**config.mk**
```make
export PLATFORM = sky130hd
export DESIGN_NAME = epp_bram_bridge
export DESIGN_NICKNAME = d
export VERILOG_FILES = /design/src/rtl/epp_bram_pkg.sv /design/src/rtl/epp_stb_sync.sv /design/src/rtl/epp_bram_bridge.sv
export SDC_FILE = /design/constraint.sdc
export NUM_CORES = 1
export LEC_CHECK = 0
export ABC_AREA = 1
export CAP_MARGIN = 40
export CORE_MARGIN = 3
export CORE_UTILIZATION = 50
export DETAILED_ROUTE_END_ITERATION = 10
export PLACE_DENSITY = 0.78
export SYNTH_ARGS = -nofsm -noshare
export SYNTH_HDL_FRONTEND = slang
export SYNTH_SLANG_ARGS = --single-unit
```
**constraint.sdc**
```tcl
create_clock -name clk -period 1.8 [get_ports clk]
set_input_delay 0.36 -clock clk [delete_from_list [all_inputs] [get_ports clk]]
set_output_delay 0.36 -clock clk [all_outputs]
set_load 0.02 [all_outputs]
```
**src/rtl/epp_bram_pkg.sv**
```systemverilog
// rtl/epp_bram_pkg.sv - register map, FSM encoding and access decoding for the EPP BRAM bridge
package epp_bram_pkg;

  localparam logic [2:0] REG_DATA = 3'd0;
  localparam logic [2:0] REG_ADRL = 3'd1;
  localparam logic [2:0] REG_ADRH = 3'd2;
  localparam logic [2:0] REG_CTRL = 3'd3;
  localparam logic [2:0] REG_STAT = 3'd4;

  localparam logic [7:0] CTRL_RST      = 8'h01;
  localparam int         CTRL_INC_BIT  = 0;
  localparam int         STAT_WRAP_BIT = 0;
  localparam int         STAT_OVR_BIT  = 1;
  localparam int         STAT_BUSY_BIT = 7;

  typedef enum logic [2:0] {S_IDLE, S_WRITE, S_INCR, S_PF_REQ, S_PF_CAP} state_t;
  typedef enum logic [2:0] {K_NONE, K_DATA_WR, K_DATA_RD, K_REG_WR, K_STAT_WR} kind_t;

  // Only accesses that change state are given a kind; the rest are K_NONE.
  function automatic kind_t decode_kind(input logic rd, input logic [2:0] reg_idx);
    if (rd) return (reg_idx == REG_DATA) ? K_DATA_RD : K_NONE;
    case (reg_idx)
      REG_DATA:                     return K_DATA_WR;
      REG_ADRL, REG_ADRH, REG_CTRL: return K_REG_WR;
      REG_STAT:                     return K_STAT_WR;
      default:                      return K_NONE;
    endcase
  endfunction

endpackage

```
**src/rtl/epp_stb_sync.sv**
```systemverilog
// rtl/epp_stb_sync.sv - 3-FF synchroniser for the EPP data strobe with rising-edge pulse
module epp_stb_sync (
  input  logic clk,
  input  logic rstn,
  input  logic i_stb,
  output logic o_rise
);

  logic [2:0] r_sync;

  // Reset to all-ones so a strobe held high through reset never looks like an edge.
  always_ff @(posedge clk) begin
    if (!rstn) r_sync <= 3'b111;
    else       r_sync <= {r_sync[1:0], i_stb};
  end

  assign o_rise = (r_sync[2:1] == 2'b01);

endmodule

```
**src/rtl/epp_bram_bridge.sv**
```systemverilog
// rtl/epp_bram_bridge.sv - EPP register port onto byte-wide banked BRAM with read prefetch
module epp_bram_bridge
  import epp_bram_pkg::*;
#(
  parameter int ADR_W = 11,
  parameter int NBANK = 2
) (
  input  logic                 clk,
  input  logic                 rstn,
  input  logic                 stbData,
  input  logic                 ctrlWr,
  input  logic                 selBram,
  input  logic [6:0]           busEppAdrIn,
  input  logic [7:0]           busEppIn,
  output logic [7:0]           busEppOut,
  output logic [ADR_W-1:0]     bramAdr,
  output logic [7:0]           bramDout,
  input  logic [8*NBANK-1:0]   bramDin,
  output logic [NBANK-1:0]     bramEn,
  output logic [NBANK-1:0]     bramWe,
  output logic                 busy
);

  state_t             r_state;
  logic [ADR_W-1:0]   r_adr;
  logic               r_ctrl_inc;
  logic [2:0]         r_bank;
  logic               r_wrap;
  logic               r_ovr;
  logic [7:0]         r_rd_hold;
  logic [7:0]         r_dout;
  logic [NBANK-1:0]   r_en;
  logic [NBANK-1:0]   r_we;
  logic               r_pend_valid;
  kind_t              r_pend_kind;
  logic [2:0]         r_pend_reg;
  logic [7:0]         r_pend_data;

  logic               w_rise;
  kind_t              w_live_kind;
  kind_t              w_svc_kind;
  logic [2:0]         w_svc_reg;
  logic [7:0]         w_svc_data;
  logic [2:0]         w_svc_bank;
  logic [NBANK-1:0]   w_bank_oh;
  logic [NBANK-1:0]   w_svc_oh;
  logic [7:0]         w_din_sel;
  logic [7:0]         w_stat;
  logic [7:0]         w_rd_mux;
  logic [15:0]        w_adr16;
  logic               w_unused;

  function automatic logic [2:0] clamp_bank(input logic [2:0] idx);
    return (int'(idx) >= NBANK) ? 3'(NBANK - 1) : idx;
  endfunction

  epp_stb_sync u_stb_sync (
    .clk    (clk),
    .rstn   (rstn),
    .i_stb  (stbData),
    .o_rise (w_rise)
  );

  assign w_live_kind = (w_rise && selBram) ? decode_kind(ctrlWr, busEppAdrIn[2:0]) : K_NONE;

  // In IDLE a held pending access always goes ahead of a live one.
  assign w_svc_kind = r_pend_valid ? r_pend_kind : w_live_kind;
  assign w_svc_reg  = r_pend_valid ? r_pend_reg  : busEppAdrIn[2:0];
  assign w_svc_data = r_pend_valid ? r_pend_data : busEppIn;
  assign w_svc_bank = (w_svc_kind == K_REG_WR && w_svc_reg == REG_CTRL)
                    ? clamp_bank(w_svc_data[6:4]) : r_bank;

  assign w_bank_oh = NBANK'(1) << r_bank;
  assign w_svc_oh  = NBANK'(1) << w_svc_bank;

  always_comb begin
    w_din_sel = 8'h00;
    for (int k = 0; k < NBANK; k++) begin
      if (r_bank == 3'(k)) w_din_sel = bramDin[8*k +: 8];
    end
  end

  always_ff @(posedge clk) begin
    if (!rstn) begin
      r_state      <= S_IDLE;
      r_adr        <= '0;
      r_ctrl_inc   <= CTRL_RST[CTRL_INC_BIT];
      r_bank       <= CTRL_RST[6:4];
      r_wrap       <= 1'b0;
      r_ovr        <= 1'b0;
      r_rd_hold    <= 8'h00;
      r_dout       <= 8'h00;
      r_en         <= '0;
      r_we         <= '0;
      r_pend_valid <= 1'b0;
      r_pend_kind  <= K_NONE;
      r_pend_reg   <= 3'd0;
      r_pend_data  <= 8'h00;
    end else begin
      r_en <= '0;
      r_we <= '0;

      if (r_state != S_IDLE && w_live_kind != K_NONE) begin
        if (r_pend_valid) begin
          r_ovr <= 1'b1;
        end else begin
          r_pend_valid <= 1'b1;
          r_pend_kind  <= w_live_kind;
          r_pend_reg   <= busEppAdrIn[2:0];
          r_pend_data  <= busEppIn;
        end
      end

      case (r_state)
        S_IDLE: begin
          if (r_pend_valid) begin
            r_pend_valid <= (w_live_kind != K_NONE);
            r_pend_kind  <= w_live_kind;
            r_pend_reg   <= busEppAdrIn[2:0];
            r_pend_data  <= busEppIn;
          end
          case (w_svc_kind)
            K_DATA_WR: begin
              r_state <= S_WRITE;
              r_en    <= w_bank_oh;
              r_we    <= w_bank_oh;
              r_dout  <= w_svc_data;
            end
            K_DATA_RD: r_state <= S_INCR;
            K_REG_WR: begin
              case (w_svc_reg)
                REG_ADRL: r_adr[7:0] <= w_svc_data;
                REG_ADRH: r_adr[ADR_W-1:8] <= w_svc_data[ADR_W-9:0];
                REG_CTRL: begin
                  r_ctrl_inc <= w_svc_data[CTRL_INC_BIT];
                  r_bank     <= w_svc_bank;
                end
                default: ;
              endcase
              r_state <= S_PF_REQ;
              r_en    <= w_svc_oh;
            end
            K_STAT_WR: begin
              r_wrap <= 1'b0;
              r_ovr  <= 1'b0;
            end
            default: ;
          endcase
        end
        S_WRITE: r_state <= S_INCR;
        S_INCR: begin
          if (r_ctrl_inc) begin
            r_adr <= r_adr + ADR_W'(1);
            if (&r_adr) r_wrap <= 1'b1;
          end
          r_state <= S_PF_REQ;
          r_en    <= w_bank_oh;
        end
        S_PF_REQ: r_state <= S_PF_CAP;
        S_PF_CAP: begin
          r_rd_hold <= w_din_sel;
          r_state   <= S_IDLE;
        end
        default: r_state <= S_IDLE;
      endcase
    end
  end

  assign w_adr16 = 16'(r_adr);

  always_comb begin
    w_stat = 8'h00;
    w_stat[STAT_WRAP_BIT] = r_wrap;
    w_stat[STAT_OVR_BIT]  = r_ovr;
    w_stat[STAT_BUSY_BIT] = busy;
    w_rd_mux = 8'h00;
    case (busEppAdrIn[2:0])
      REG_DATA: w_rd_mux = r_rd_hold;
      REG_ADRL: w_rd_mux = w_adr16[7:0];
      REG_ADRH: w_rd_mux = w_adr16[15:8];
      REG_CTRL: w_rd_mux = {1'b0, r_bank, 3'b000, r_ctrl_inc};
      REG_STAT: w_rd_mux = w_stat;
      default:  w_rd_mux = 8'h00;
    endcase
  end

  assign w_unused  = ^busEppAdrIn[6:3];
  assign busEppOut = selBram ? w_rd_mux : 8'h00;
  assign busy      = (r_state != S_IDLE);
  assign bramAdr   = r_adr;
  assign bramDout  = r_dout;
  assign bramEn    = r_en;
  assign bramWe    = r_we;

endmodule

```
==> flow_summary.json <==
{
  "status": "finished, final reports clean",
  "dpl-instance-area_sq_mm": 0.004347,
  "clkSinkCount": 58,
  "drt_first_pass_iters": 6,
  "htree_num_levels": 3,
  "min_to": "u_stb_sync.r_sync[1]",
  "finalInstanceArea_sq_mm": 0.004712,
  "gp_congestion": 0.9178,
  "pwr-share-seq_pct": 41.6,
  "power_frac_clock_pct": 35.5,
  "route.met2.wl_microns": 4811,
  "hpwl_microns": 7038,
  "p_int_mw": 2.293,
  "overflow": 0,
  "peakVddDrop_mv": 0.5759,
  "cts-root-buf": "clkbuf_8",
  "synth.distinct_cells": 36,
  "vias_per_cell": 5.430,
  "ios": 68,
  "relSlewSlack_pct": 70.12,
  "ant_nets": 0,
  "async_reset_ff_share_pct": 0,
  "antenna_cells": 0,
  "largest_reg_flops": 11,
  "synth_commonest_cells": "nand2_1 (96), inv_1 (73), nor2_1 (59)",
  "drv_slew": 0,
  "min_path_cells": 1,
  "critPathKind": "in -> out",
  "power.leakage_nw": 2.167,
  "tightest_slew_ns": 0.4471,
  "fmax_mhz": 562.3,
  "crit_required_ns": 1.44,
  "reg2reg_slack_ns": 0.07,
  "fin_crit_sh_pct": 98.79,
  "cp-end-kind": "output port",
  "pwr-share-comb_pct": 22.8,
  "cp-start-kind": "primary input",
  "cp_data_arrival_time_ns": 1.42,
  "port_buffers": 63,
  "clk-insertion-delay-late_ns": 0.36,
  "reg2reg_depth": 11,
  "min-delay-path-class": "reg -> reg",
  "totalNegativeSetupSlack_ns": 0,
  "setup_viol": 0,
  "syn2layout_area_growth_pct": 44.24,
  "ys.flop_type": "dfxtp_1",
  "grt_pass1_wl_microns": 16010,
  "period_minus_slack_ns": 1.778,
  "drcViolationCount": 0,
  "cts_made_buffers": 9,
  "switching_share_pct": 29.71,
  "synth-edff-count": 0,
  "syn_avg_cell_area_sq_um": 6.654,
  "syn_inst": 491,
  "clk_pin_slew_ns": 0.06,
  "wl_per_cell_microns": 14.45,
  "dieArea_sq_mm": 0.007539,
  "dr_wl_met3_microns": 731,
  "antenna_found_initial": 0,
  "topRoutingLayerUsed": "met4",
  "die_x_microns": 86.83,
  "cp_max_fo": 6,
  "cts_hold_buffers": 0,
  "grt_max_degree": 39,
  "gr-usage-all-layers_pct": 26.84,
  "totalWireLength_microns": 10020,
  "yosysTopAreaCell": "dfxtp_1",
  "rr_startpoint": "r_state[2]",
  "met1_length_microns": 4053,
  "synth_area_leaders": "dfxtp_1 (36%), nand2_1 (11%), inv_1 (8.4%), nor2_1 (6.8%), o21ai_0 (6.0%)",
  "yosysMostFrequentCell": "nand2_1",
  "final_cells": 693,
  "layout.nets": 650,
  "ys_ff_latch": 58,
  "powerDensity_mw_per_mm2": 692.5,
  "fin_hold_ws_ns": 0.4160,
  "start_util_pct": 53.29,
  "yosysWarnings": 0,
  "hold_viol": 0,
  "rows": 28,
  "dp.cells": 669,
  "die_h_microns": 86.83,
  "cts_tree": "done",
  "cts_buffer_depth": 2,
  "synth_area_sq_mm": 0.003267,
  "yosysTopAreaCellShare_pct": 35.54,
  "syn-num-nets": 528,
  "detailedRoute.firstIterationViolations": 216,
  "rr_endpoint": "bramAdr[0]",
  "power.switching_mw": 0.9695,
  "coreArea_sq_mm": 0.006131,
  "drive_gt1_share_pct": 25.24,
  "vias": 3763,
  "maxCapViolCount": 0,
  "hold_start": "u_stb_sync.r_sync[0]",
  "grt_pass1_vias": 3563,
  "yosysSeqAreaShare_pct": 35.54,
  "clock_skew_ns": 0.01376,
  "fill_cells": 472
}
-- worst max-delay path, cell delays in order --
cell and delay (ns):
clkbuf_4 0.16, inv_2 0.09, nand2_2 0.06, nor2_2 0.15
inv_1 0.09, o22ai_2 0.17, a211oi_2 0.06, nor2_1 0.12
buf_4 0.16
-- worst max path at each step --
stage / from / to / depth (start not counted)
CTS: busEppAdrIn[0] / busEppOut[6] / 9
detailed placement: busEppAdrIn[1] / busEppOut[7] / 9
global placement: busEppAdrIn[1] / busEppOut[7] / 9
floorplan: busEppAdrIn[1] / busEppOut[1] / 3
finish: busEppAdrIn[2] / busEppOut[0] / 9
global route: busEppAdrIn[2] / busEppOut[0] / 9
-- kinds of logic (layout without fill, tap and decap cells) --
group / after synthesis / count (layout) / share of synthesized area, %
AO/OA/AOI/OAI: 100 / 100 / 19.00
XOR/XNOR: 4 / 4 / 1.072
adder cells (fa/ha/maj): 1 / 1 / 0.3829
buffers and inverters: 96 / 222 / 11.68
flip-flops: 58 / 58 / 35.54
AND/OR/NAND/NOR: 232 / 233 / 32.32
-- power groups by stage --
stage	clock network, mW	registers, mW	logic [mW]
after floorplan	0	1.41	0.311
after global placement	0	1.38	0.625
after detailed placement	0	1.38	0.637
after CTS	1.17	1.35	0.676
after global routing	1.23	1.36	0.810
final	1.16	1.36	0.745
-- per-stage QoR --
stage	utilization (%)	worst slack, ns	power, mW
after floorplan	-	0.1011	1.716
after global placement	70.90	-0.7792	2.005
after detailed placement	70.90	-0.8507	2.019
after CTS	74.33	0.001137	3.197
after global routing	76.86	-0.02051	3.400
final	76.86	0.02172	3.263
-- layer usage --
layer  global-route usage, %  vias to the layer above
li1                        -                     1847
met5                       0                        -
met1                   31.77                     1701
met4                   11.76                        0
met3                   6.274                       41
met2                   45.96                      174
-- cell type report --
cell class	count	area (sq um)	area share (%)
flip-flops and latches	58	1169	24.80
repair inverters	1	7.507	0.1593
clock buffers	13	138.9	2.947
repair buffers	126	1091	23.15
inverters	79	302.8	6.426
multi-input cells	338	1869	39.67
clock inverters	3	40.04	0.8497
well taps	75	93.84	1.992
-- cells in the final DEF, fill, tap and decap left out, types with 12 or more instances in the layout --
cell	netlist	layout
clkdlybuf4s50_1	0	43
buf_4	3	65
nand2_1	96	89
o21ai_0	39	38
a21oi_1	28	28
inv_1	73	67
nand2_2	9	12
nor3_1	26	24
dfxtp_1	58	52
nor2_1	59	50
nand3_1	21	20
-- what timing repair did --
action / CTS / global route
resized for setup: 68 / 44
setup endpoints to repair: 55 / 51
buffers inserted: 3 / 3
gates cloned: 0 / 2
pin swaps: 4 / 13
(Power assumes the default switching activity.)
